## src/rtl/acl2_spi_responder_if.sv

```systemverilog
// Pin bundle of the ACL2-style SPI responder: SPI pins, measurement feed,
// event inputs and the interrupt/soft-reset outputs.
interface acl2_spi_responder_if;
    logic        ei_sck;
    logic        ei_csn;
    logic        ei_copi;
    logic        eo_cipo_o;
    logic        eo_cipo_t;
    logic        eo_int1;
    logic        eo_int2;
    logic [63:0] i_meas_data;
    logic        i_meas_load;
    logic        i_evt_act;
    logic        i_evt_inact;
    logic        o_soft_reset;

    modport master (
        output ei_sck, ei_csn, ei_copi, i_meas_data, i_meas_load, i_evt_act, i_evt_inact,
        input  eo_cipo_o, eo_cipo_t, eo_int1, eo_int2, o_soft_reset
    );
    modport slave (
        input  ei_sck, ei_csn, ei_copi, i_meas_data, i_meas_load, i_evt_act, i_evt_inact,
        output eo_cipo_o, eo_cipo_t, eo_int1, eo_int2, o_soft_reset
    );
endinterface

```

## src/rtl/acl2_spi_responder.sv

```systemverilog
// SPI mode-0 register responder emulating an accelerometer: oversampled SPI,
// register file, coherent measurement snapshot, status and interrupt pins.
module acl2_spi_responder #(
    parameter int         parm_sync_stages = 2,
    parameter logic [7:0] parm_part_id     = 8'hF2
) (
    input logic                  i_clk_20mhz,
    input logic                  i_rst_20mhz,
    acl2_spi_responder_if.slave  bus
);
    typedef enum logic [2:0] {ST_IDLE, ST_INSTR, ST_ADDR, ST_WRITE, ST_READ, ST_IGNORE} state_t;
    state_t r_state, w_next;

    logic [2:0] r_sync [parm_sync_stages];   // {sck, csn, copi}
    logic       r_sck_q, r_csn_q;
    logic       w_sck, w_csn, w_copi;
    logic       w_sck_rise, w_sck_fall, w_csn_rise, w_csn_fall, w_active, w_byte_done;
    logic [6:0] r_rx;
    logic [7:0] w_rx_next;
    logic [2:0] r_bitcnt;
    logic       r_rw;
    logic [5:0] r_addr;
    logic [7:0] r_tx;
    logic       r_tx_load;
    logic [7:0] r_status, w_status;
    logic [7:0] r_meas [8];
    logic [7:0] r_wr [15];
    logic       r_pend;
    logic [63:0] r_pend_data, w_meas_src;
    logic       w_apply, w_soft_now;
    logic       r_soft, r_int1, r_int2;
    logic [7:0] w_rd_data;

    assign w_sck      = r_sync[parm_sync_stages-1][2];
    assign w_csn      = r_sync[parm_sync_stages-1][1];
    assign w_copi     = r_sync[parm_sync_stages-1][0];
    assign w_sck_rise = w_sck & ~r_sck_q;
    assign w_sck_fall = ~w_sck & r_sck_q;
    assign w_csn_rise = w_csn & ~r_csn_q;
    assign w_csn_fall = ~w_csn & r_csn_q;
    assign w_active   = ~w_csn && (r_state != ST_IDLE);
    assign w_rx_next  = {r_rx, w_copi};
    assign w_byte_done = w_active && w_sck_rise && (r_bitcnt == 3'd7);
    assign w_soft_now = w_byte_done && (r_state == ST_WRITE) && (r_addr == 6'h1F) && (w_rx_next == 8'h52);

    // A load while the bus is idle lands immediately; a held load lands on csn rise.
    assign w_apply    = w_csn && (bus.i_meas_load || (w_csn_rise && r_pend));
    assign w_meas_src = bus.i_meas_load ? bus.i_meas_data : r_pend_data;

    always_ff @(posedge i_clk_20mhz or posedge i_rst_20mhz) begin
        if (i_rst_20mhz) begin
            for (int i = 0; i < parm_sync_stages; i++) r_sync[i] <= 3'b010;
            r_sck_q <= 1'b0;
            r_csn_q <= 1'b1;
        end else begin
            r_sync[0] <= {bus.ei_sck, bus.ei_csn, bus.ei_copi};
            for (int i = 1; i < parm_sync_stages; i++) r_sync[i] <= r_sync[i-1];
            r_sck_q <= w_sck;
            r_csn_q <= w_csn;
        end
    end

    always_ff @(posedge i_clk_20mhz or posedge i_rst_20mhz) begin
        if (i_rst_20mhz) r_state <= ST_IDLE;
        else             r_state <= w_next;
    end

    always_comb begin
        w_next = r_state;
        if (w_csn_rise) begin
            w_next = ST_IDLE;
        end else begin
            case (r_state)
                ST_IDLE:  if (w_csn_fall) w_next = ST_INSTR;
                ST_INSTR: if (w_byte_done)
                              w_next = (w_rx_next == 8'h0A || w_rx_next == 8'h0B) ? ST_ADDR : ST_IGNORE;
                ST_ADDR:  if (w_byte_done) w_next = r_rw ? ST_WRITE : ST_READ;
                default:  w_next = r_state;
            endcase
        end
    end

    always_comb begin
        w_rd_data = 8'h00;
        case (r_addr)
            6'h00: w_rd_data = 8'hAD;
            6'h01: w_rd_data = 8'h1D;
            6'h02: w_rd_data = parm_part_id;
            6'h03: w_rd_data = 8'h01;
            6'h0B: w_rd_data = r_status;
            default: begin
                if (r_addr inside {[6'h0E:6'h15]})      w_rd_data = r_meas[r_addr[2:0] + 3'd2];
                else if (r_addr inside {[6'h20:6'h2E]}) w_rd_data = r_wr[r_addr[3:0]];
            end
        endcase
    end

    always_comb begin
        w_status = r_status;
        if (w_soft_now) w_status = 8'h00;
        if (w_byte_done && r_state == ST_READ && (r_addr inside {[6'h0E:6'h15]})) w_status[0] = 1'b0;
        if (w_byte_done && r_state == ST_READ && r_addr == 6'h0B) w_status[5:4] = 2'b00;
        if (w_apply)         w_status[0] = 1'b1;
        if (bus.i_evt_act)   w_status[4] = 1'b1;
        if (bus.i_evt_inact) w_status[5] = 1'b1;
    end

    always_ff @(posedge i_clk_20mhz or posedge i_rst_20mhz) begin
        if (i_rst_20mhz) begin
            r_rx        <= '0;
            r_bitcnt    <= '0;
            r_rw        <= 1'b0;
            r_addr      <= '0;
            r_tx        <= '0;
            r_tx_load   <= 1'b0;
            r_status    <= '0;
            r_pend      <= 1'b0;
            r_pend_data <= '0;
            r_soft      <= 1'b0;
            r_int1      <= 1'b0;
            r_int2      <= 1'b0;
            for (int k = 0; k < 8; k++)  r_meas[k] <= '0;
            for (int k = 0; k < 15; k++) r_wr[k]   <= '0;
        end else begin
            r_soft <= w_soft_now;
            if (w_csn_fall) r_bitcnt <= '0;
            else if (w_active && w_sck_rise) begin
                r_rx     <= w_rx_next[6:0];
                r_bitcnt <= r_bitcnt + 3'd1;
            end

            if (w_byte_done) begin
                case (r_state)
                    ST_INSTR: r_rw <= (w_rx_next == 8'h0A);
                    ST_ADDR: begin
                        r_addr    <= w_rx_next[5:0];
                        r_tx      <= '0;
                        r_tx_load <= 1'b1;
                    end
                    ST_WRITE: begin
                        if (r_addr inside {[6'h20:6'h2E]}) r_wr[r_addr[3:0]] <= w_rx_next;
                        else if (w_soft_now) for (int k = 0; k < 15; k++) r_wr[k] <= '0;
                        r_addr <= r_addr + 6'd1;
                    end
                    ST_READ: begin
                        r_addr    <= r_addr + 6'd1;
                        r_tx_load <= 1'b1;
                    end
                    default: ;
                endcase
            end else if (r_state == ST_READ && w_active && w_sck_fall) begin
                // First falling edge of a byte presents the register; later ones shift.
                if (r_tx_load) begin
                    r_tx      <= w_rd_data;
                    r_tx_load <= 1'b0;
                end else begin
                    r_tx <= {r_tx[6:0], 1'b0};
                end
            end

            if (w_apply) begin
                for (int k = 0; k < 8; k++) r_meas[k] <= w_meas_src[63-8*k -: 8];
                r_pend <= 1'b0;
            end else if (bus.i_meas_load) begin
                r_pend      <= 1'b1;
                r_pend_data <= bus.i_meas_data;
            end

            r_status <= w_status;
            r_int1   <= (|(r_status[6:0] & r_wr[10][6:0])) ^ r_wr[10][7];
            r_int2   <= (|(r_status[6:0] & r_wr[11][6:0])) ^ r_wr[11][7];
        end
    end

    assign bus.eo_cipo_t    = w_csn;
    assign bus.eo_cipo_o    = (r_state == ST_READ) ? r_tx[7] : 1'b0;
    assign bus.eo_int1      = r_int1;
    assign bus.eo_int2      = r_int2;
    assign bus.o_soft_reset = r_soft;
endmodule

```

## src/flat_wrapper.sv

```systemverilog
// flat-port wrapper written by rule: the top's interface ports become plain ports
module acl2_spi_responder_flat 
#(
    parameter int         parm_sync_stages = 2,
    parameter logic [7:0] parm_part_id     = 8'hF2
)
  (i_clk_20mhz, i_rst_20mhz, bus_ei_sck, bus_ei_csn, bus_ei_copi, bus_i_meas_data, bus_i_meas_load, bus_i_evt_act, bus_i_evt_inact, bus_eo_cipo_o, bus_eo_cipo_t, bus_eo_int1, bus_eo_int2, bus_o_soft_reset);
  acl2_spi_responder_if bus_i ();
  input logic i_clk_20mhz;
  input logic i_rst_20mhz;
  input wire logic [$bits(bus_i.ei_sck)-1:0] bus_ei_sck;
  input wire logic [$bits(bus_i.ei_csn)-1:0] bus_ei_csn;
  input wire logic [$bits(bus_i.ei_copi)-1:0] bus_ei_copi;
  input wire logic [$bits(bus_i.i_meas_data)-1:0] bus_i_meas_data;
  input wire logic [$bits(bus_i.i_meas_load)-1:0] bus_i_meas_load;
  input wire logic [$bits(bus_i.i_evt_act)-1:0] bus_i_evt_act;
  input wire logic [$bits(bus_i.i_evt_inact)-1:0] bus_i_evt_inact;
  output wire logic [$bits(bus_i.eo_cipo_o)-1:0] bus_eo_cipo_o;
  output wire logic [$bits(bus_i.eo_cipo_t)-1:0] bus_eo_cipo_t;
  output wire logic [$bits(bus_i.eo_int1)-1:0] bus_eo_int1;
  output wire logic [$bits(bus_i.eo_int2)-1:0] bus_eo_int2;
  output wire logic [$bits(bus_i.o_soft_reset)-1:0] bus_o_soft_reset;
  assign bus_i.ei_sck = bus_ei_sck;
  assign bus_i.ei_csn = bus_ei_csn;
  assign bus_i.ei_copi = bus_ei_copi;
  assign bus_i.i_meas_data = bus_i_meas_data;
  assign bus_i.i_meas_load = bus_i_meas_load;
  assign bus_i.i_evt_act = bus_i_evt_act;
  assign bus_i.i_evt_inact = bus_i_evt_inact;
  assign bus_eo_cipo_o = bus_i.eo_cipo_o;
  assign bus_eo_cipo_t = bus_i.eo_cipo_t;
  assign bus_eo_int1 = bus_i.eo_int1;
  assign bus_eo_int2 = bus_i.eo_int2;
  assign bus_o_soft_reset = bus_i.o_soft_reset;
  acl2_spi_responder #(.parm_sync_stages(parm_sync_stages), .parm_part_id(parm_part_id)) u_core (.i_clk_20mhz(i_clk_20mhz), .i_rst_20mhz(i_rst_20mhz), .bus(bus_i));
endmodule
```

## config.mk

```make
export PLATFORM = sky130hd
export DESIGN_NAME = acl2_spi_responder_flat
export DESIGN_NICKNAME = d
export VERILOG_FILES = /design/src/rtl/acl2_spi_responder_if.sv /design/src/rtl/acl2_spi_responder.sv /design/src/flat_wrapper.sv
export SDC_FILE = /design/constraint.sdc
export NUM_CORES = 1
export LEC_CHECK = 0
export BUFFER_PORTS_ARGS = -buffer_cell sky130_fd_sc_hd__buf_2
export CAP_MARGIN = 40
export CORE_MARGIN = 2
export CORE_UTILIZATION = 40
export CTS_BUF_LIST = sky130_fd_sc_hd__clkbuf_2 sky130_fd_sc_hd__clkbuf_4 sky130_fd_sc_hd__clkbuf_8
export DETAILED_ROUTE_END_ITERATION = 8
export PLACE_DENSITY = 0.61
export SLEW_MARGIN = 20
export SYNTH_ARGS = -nofsm -noshare
export SYNTH_HDL_FRONTEND = slang
export SYNTH_SLANG_ARGS = --single-unit
```

## constraint.sdc

```tcl
create_clock -name i_clk_20mhz -period 12.8 [get_ports i_clk_20mhz]
set_input_delay 0.64 -clock i_clk_20mhz [delete_from_list [all_inputs] [get_ports i_clk_20mhz]]
set_output_delay 0.64 -clock i_clk_20mhz [all_outputs]
set_load 0.005 [all_outputs]
```

==> reports/qor.yml <==
overflow: 0
clock.fmax_mhz: 284
crit_type: "reg2reg"
synth_area_per_cell_um2: 11.3
grt_max_degree: 97
worst_setup_path_end_kind: "flip-flop"
min_period_over_period: 0.275
arrival_ns: 3.97
post-place-ws_ns: 9.27
slowest_delay_ns: 0.63
start_kind: "flip-flop"
avgRoutedWirePerCell_um: 19.3
internal_power_mw: 1.58
run_status: "finished, final reports clean"
cts_hold_buf: 0
drv_slew: 0
netlist_instances: 1234
ys_async_sr_fraction: 1.00
synth_edf_count: 0
port_buffers: 76
tightest_slew_ns: 0.839
ys_seq_area_frac: 0.523
critical-path-top-delay-family: "buffers and inverters"
dp.final_hpwl_um: 23200
clkLatencyLatePin_ns: 0.60
cts_setup_buffers: 0
cp_max_fo: 36
crit_path_cell_trace: "buf_4 > clkinv_1 > ha_1 > nor2b_1 > o211ai_1 > nand2_1 > a2111oi_0 > a21oi_1"
met3_usage: 0.0432
yosys.area_share.simple: 0.116
max-clock-path-buffers: 3
cap_viol_max_count: 0
syn_nets: 1315
grt_pass1_vias: 9970
via_count: 9816
cts_resized: 0
vias_per_cell: 5.48
pwr-share-comb: 0.087
core_um2: 34500
relSlewSlack: 0.438
power_leakage_nw: 6.89
start_util: 0.405
n_fill_cell: 3240
clk_pin_slew_ns: 0.06
rsz0062_at_grt: "false"
clock-sinks: 292
synth_cell_types: 69
io_pins: 77
core.rowCount: 68
grt_use_met2: 0.305
synth_compound_area_frac: 0.135
dieArea_um2: 36400
yosys_warnings: 0
drt_iter0_markers: 738
die_y_um: 191
synthXorXnorAreaFrac: 0.00125
pwr-share-clk: 0.409
gp_congestion: 0.836
root_buffer: "clkbuf_8"
ff2ff_setup_slack_ns: 9.28
layout_setup_ws_ns: 9.28
rr_endpoint: "u_core.r_tx[4]"
fin_nets: 1381
grt.busiest_layer: "met2"
setup_tns_ns: 0
critPathRequiredTime_ns: 13.25
crit_buf_inv: 2
synth_top_family_by_area: "multiplexers"
h-tree-depth: 2
r2r_start: "u_core.r_addr[0]"
slowest_stage: "clkinv_1"
p_sw_frac: 0.252
drc: 0
period_minus_slack_ns: 3.52
drtPass1Iterations: 5
setup_viol: 0
grt_pass1_wl_um: 56100
ir_drop_mv: 0.110
r2r_cells: 8
p_seq_frac: 0.504
synth_fa_ha_area_frac: 0.00806
drive_gt1_frac: 0.259
ys_ff_latch: 292
use_met1: 0.278
fin_skew_ns: 0.0182
drt-total-wl_um: 34600
grt.total_usage: 0.197
synth.area.mux_share: 0.180
antenna_found_initial: 0
cts_tree: "yes"
antenna_cells: 0
hold_violations: 0
syn_area_um2: 14000
synth-main-ff-cell: "dfrtp_1"
syn2layout_area_growth_pct: 12.9
die_x_um: 191
cts_buffers: 50
p_per_area_nw_per_um2: 134
postRouteAntennaNets: 0
switching_power_uw: 532
holdCritPathClass: "in2async"
==> metrics by stage <==
step / utilization / power, mW / hold slack, ns / instance area [um2] / std cells
6_report: 0.458 / 2.11 / 0.0398 / 15800 / 1791
5_1_grt: 0.458 / 2.21 / 0.0549 / 15800 / 1791
4_1_cts: 0.457 / 2.14 / 0.0272 / 15700 / 1789
3_5_place_dp: 0.427 / 1.27 / 0.343 / 14700 / 1701
3_3_place_gp: 0.423 / 1.25 / 0.338 / 14600 / 1694
2_1_floorplan: - / 1.19 / 0.331 / 14000 / 1234
==> registers in the layout, summed over array words and instances (netlist names), 3 cells and up <==
register,count
u_core.r_state,3
u_core.r_rx,7
u_core.r_status,3
u_core.r_meas,64
u_core.r_wr,120
u_core.r_bitcnt,3
u_core.r_tx,8
u_core.r_sync,5
u_core.r_addr,6
u_core.r_pend_data,64
==> worst register-to-register path: cells and delay by family (launching register included) <==
family	cells	cell delay (ns)
fa+ha+maj	1	0.53
flops	1	0.34
simple gates	2	0.45
compound gates	3	0.93
buf+inv	2	1.14
==> cell usage after synthesis, types with 6 or more instances <==
cell	instances	share of area
dfrtp_1	289	0.52
o21ai_0	124	0.044
mux2i_1	78	0.056
buf_2	18	0.0065
nor3_1	13	0.0047
o211ai_4	9	0.014
o211ai_1	23	0.012
nor2_1	36	0.0097
buf_4	10	0.0054
nand3_1	13	0.0047
mux2_2	78	0.063
nand2_1	213	0.057
a21oi_1	12	0.0043
nor4_1	6	0.0027
mux4_2	38	0.061
a211oi_1	6	0.0032
nor2b_1	9	0.0040
o21ai_1	82	0.029
a221oi_1	6	0.0038
a22oi_1	8	0.0043
nand2_4	9	0.0073
clkbuf_1	39	0.010
ha_1	9	0.0081
nand3b_1	8	0.0043
buf_6	12	0.0097
==> logic make-up (layout without fill, tap and decap cells) <==
logic type,after synthesis,count (layout)
fa+ha+maj,9,9
xor+xnor,2,2
buf+inv,90,192
flops,292,292
compound gates,302,302
simple gates,345,345
mux,194,194
==> layer usage <==
metal	up-vias	part of all wire	wire, um
met3	58	0.064	2220
met4	0	0.023	809
li1	4573	-	-
met1	4894	0.45	15600
met5	-	0	0
met2	291	0.46	16000
==> placed cells by master, fill, tap and decap left out, types with 14 or more instances in the layout <==
cell      netlist  final
buf_2          18     76
nor2_1         36     36
mux2_2         78     78
clkbuf_4        0     20
dfrtp_1       289    287
o21ai_0       124    123
o211ai_1       23     23
mux2i_1        78     78
nand2_1       213    213
mux4_2         38     38
clkbuf_8        0     57
buf_4          10     14
o21ai_1        82     82
==> worst max path at each step <==
| stage | start | endpoint | slack, ns | depth (start not counted) |
|---|---|---|---|---|
| 2_1_floorplan | i_rst_20mhz | u_core.bus.eo_int1 | 4.10 | 1 |
| 3_3_place_gp | u_core.r_addr[1] | u_core.r_tx[2] | 9.07 | 8 |
| 3_5_place_dp | u_core.r_addr[1] | u_core.r_tx[1] | 9.27 | 9 |
| 4_1_cts | u_core.r_addr[1] | u_core.r_tx[1] | 9.26 | 9 |
| 5_1_grt | u_core.r_addr[0] | u_core.r_tx[4] | 8.99 | 8 |
| 6_report | u_core.r_addr[0] | u_core.r_tx[4] | 9.28 | 8 |
==> layout make-up <==
class | count | area [um2] | share of cell area
clock buffers | 76 | 927 | 0.0588
repair buffers | 98 | 666 | 0.0422
well taps | 455 | 569 | 0.0361
inverters | 6 | 30.0 | 0.00190
clock inverters | 12 | 93.8 | 0.00595
multi-input cells | 852 | 6170 | 0.391
flip-flops and latches | 292 | 7310 | 0.464
==> power groups by stage <==
stage / registers (mW) / clock network [mW] / logic, mW
2_1_floorplan: 1.05 / 0 / 0.139
3_3_place_gp: 1.08 / 0 / 0.175
3_5_place_dp: 1.08 / 0 / 0.186
4_1_cts: 1.06 / 0.885 / 0.186
5_1_grt: 1.07 / 0.927 / 0.210
6_report: 1.06 / 0.862 / 0.183
No activity file was read; power rests on OpenSTA's default activity.
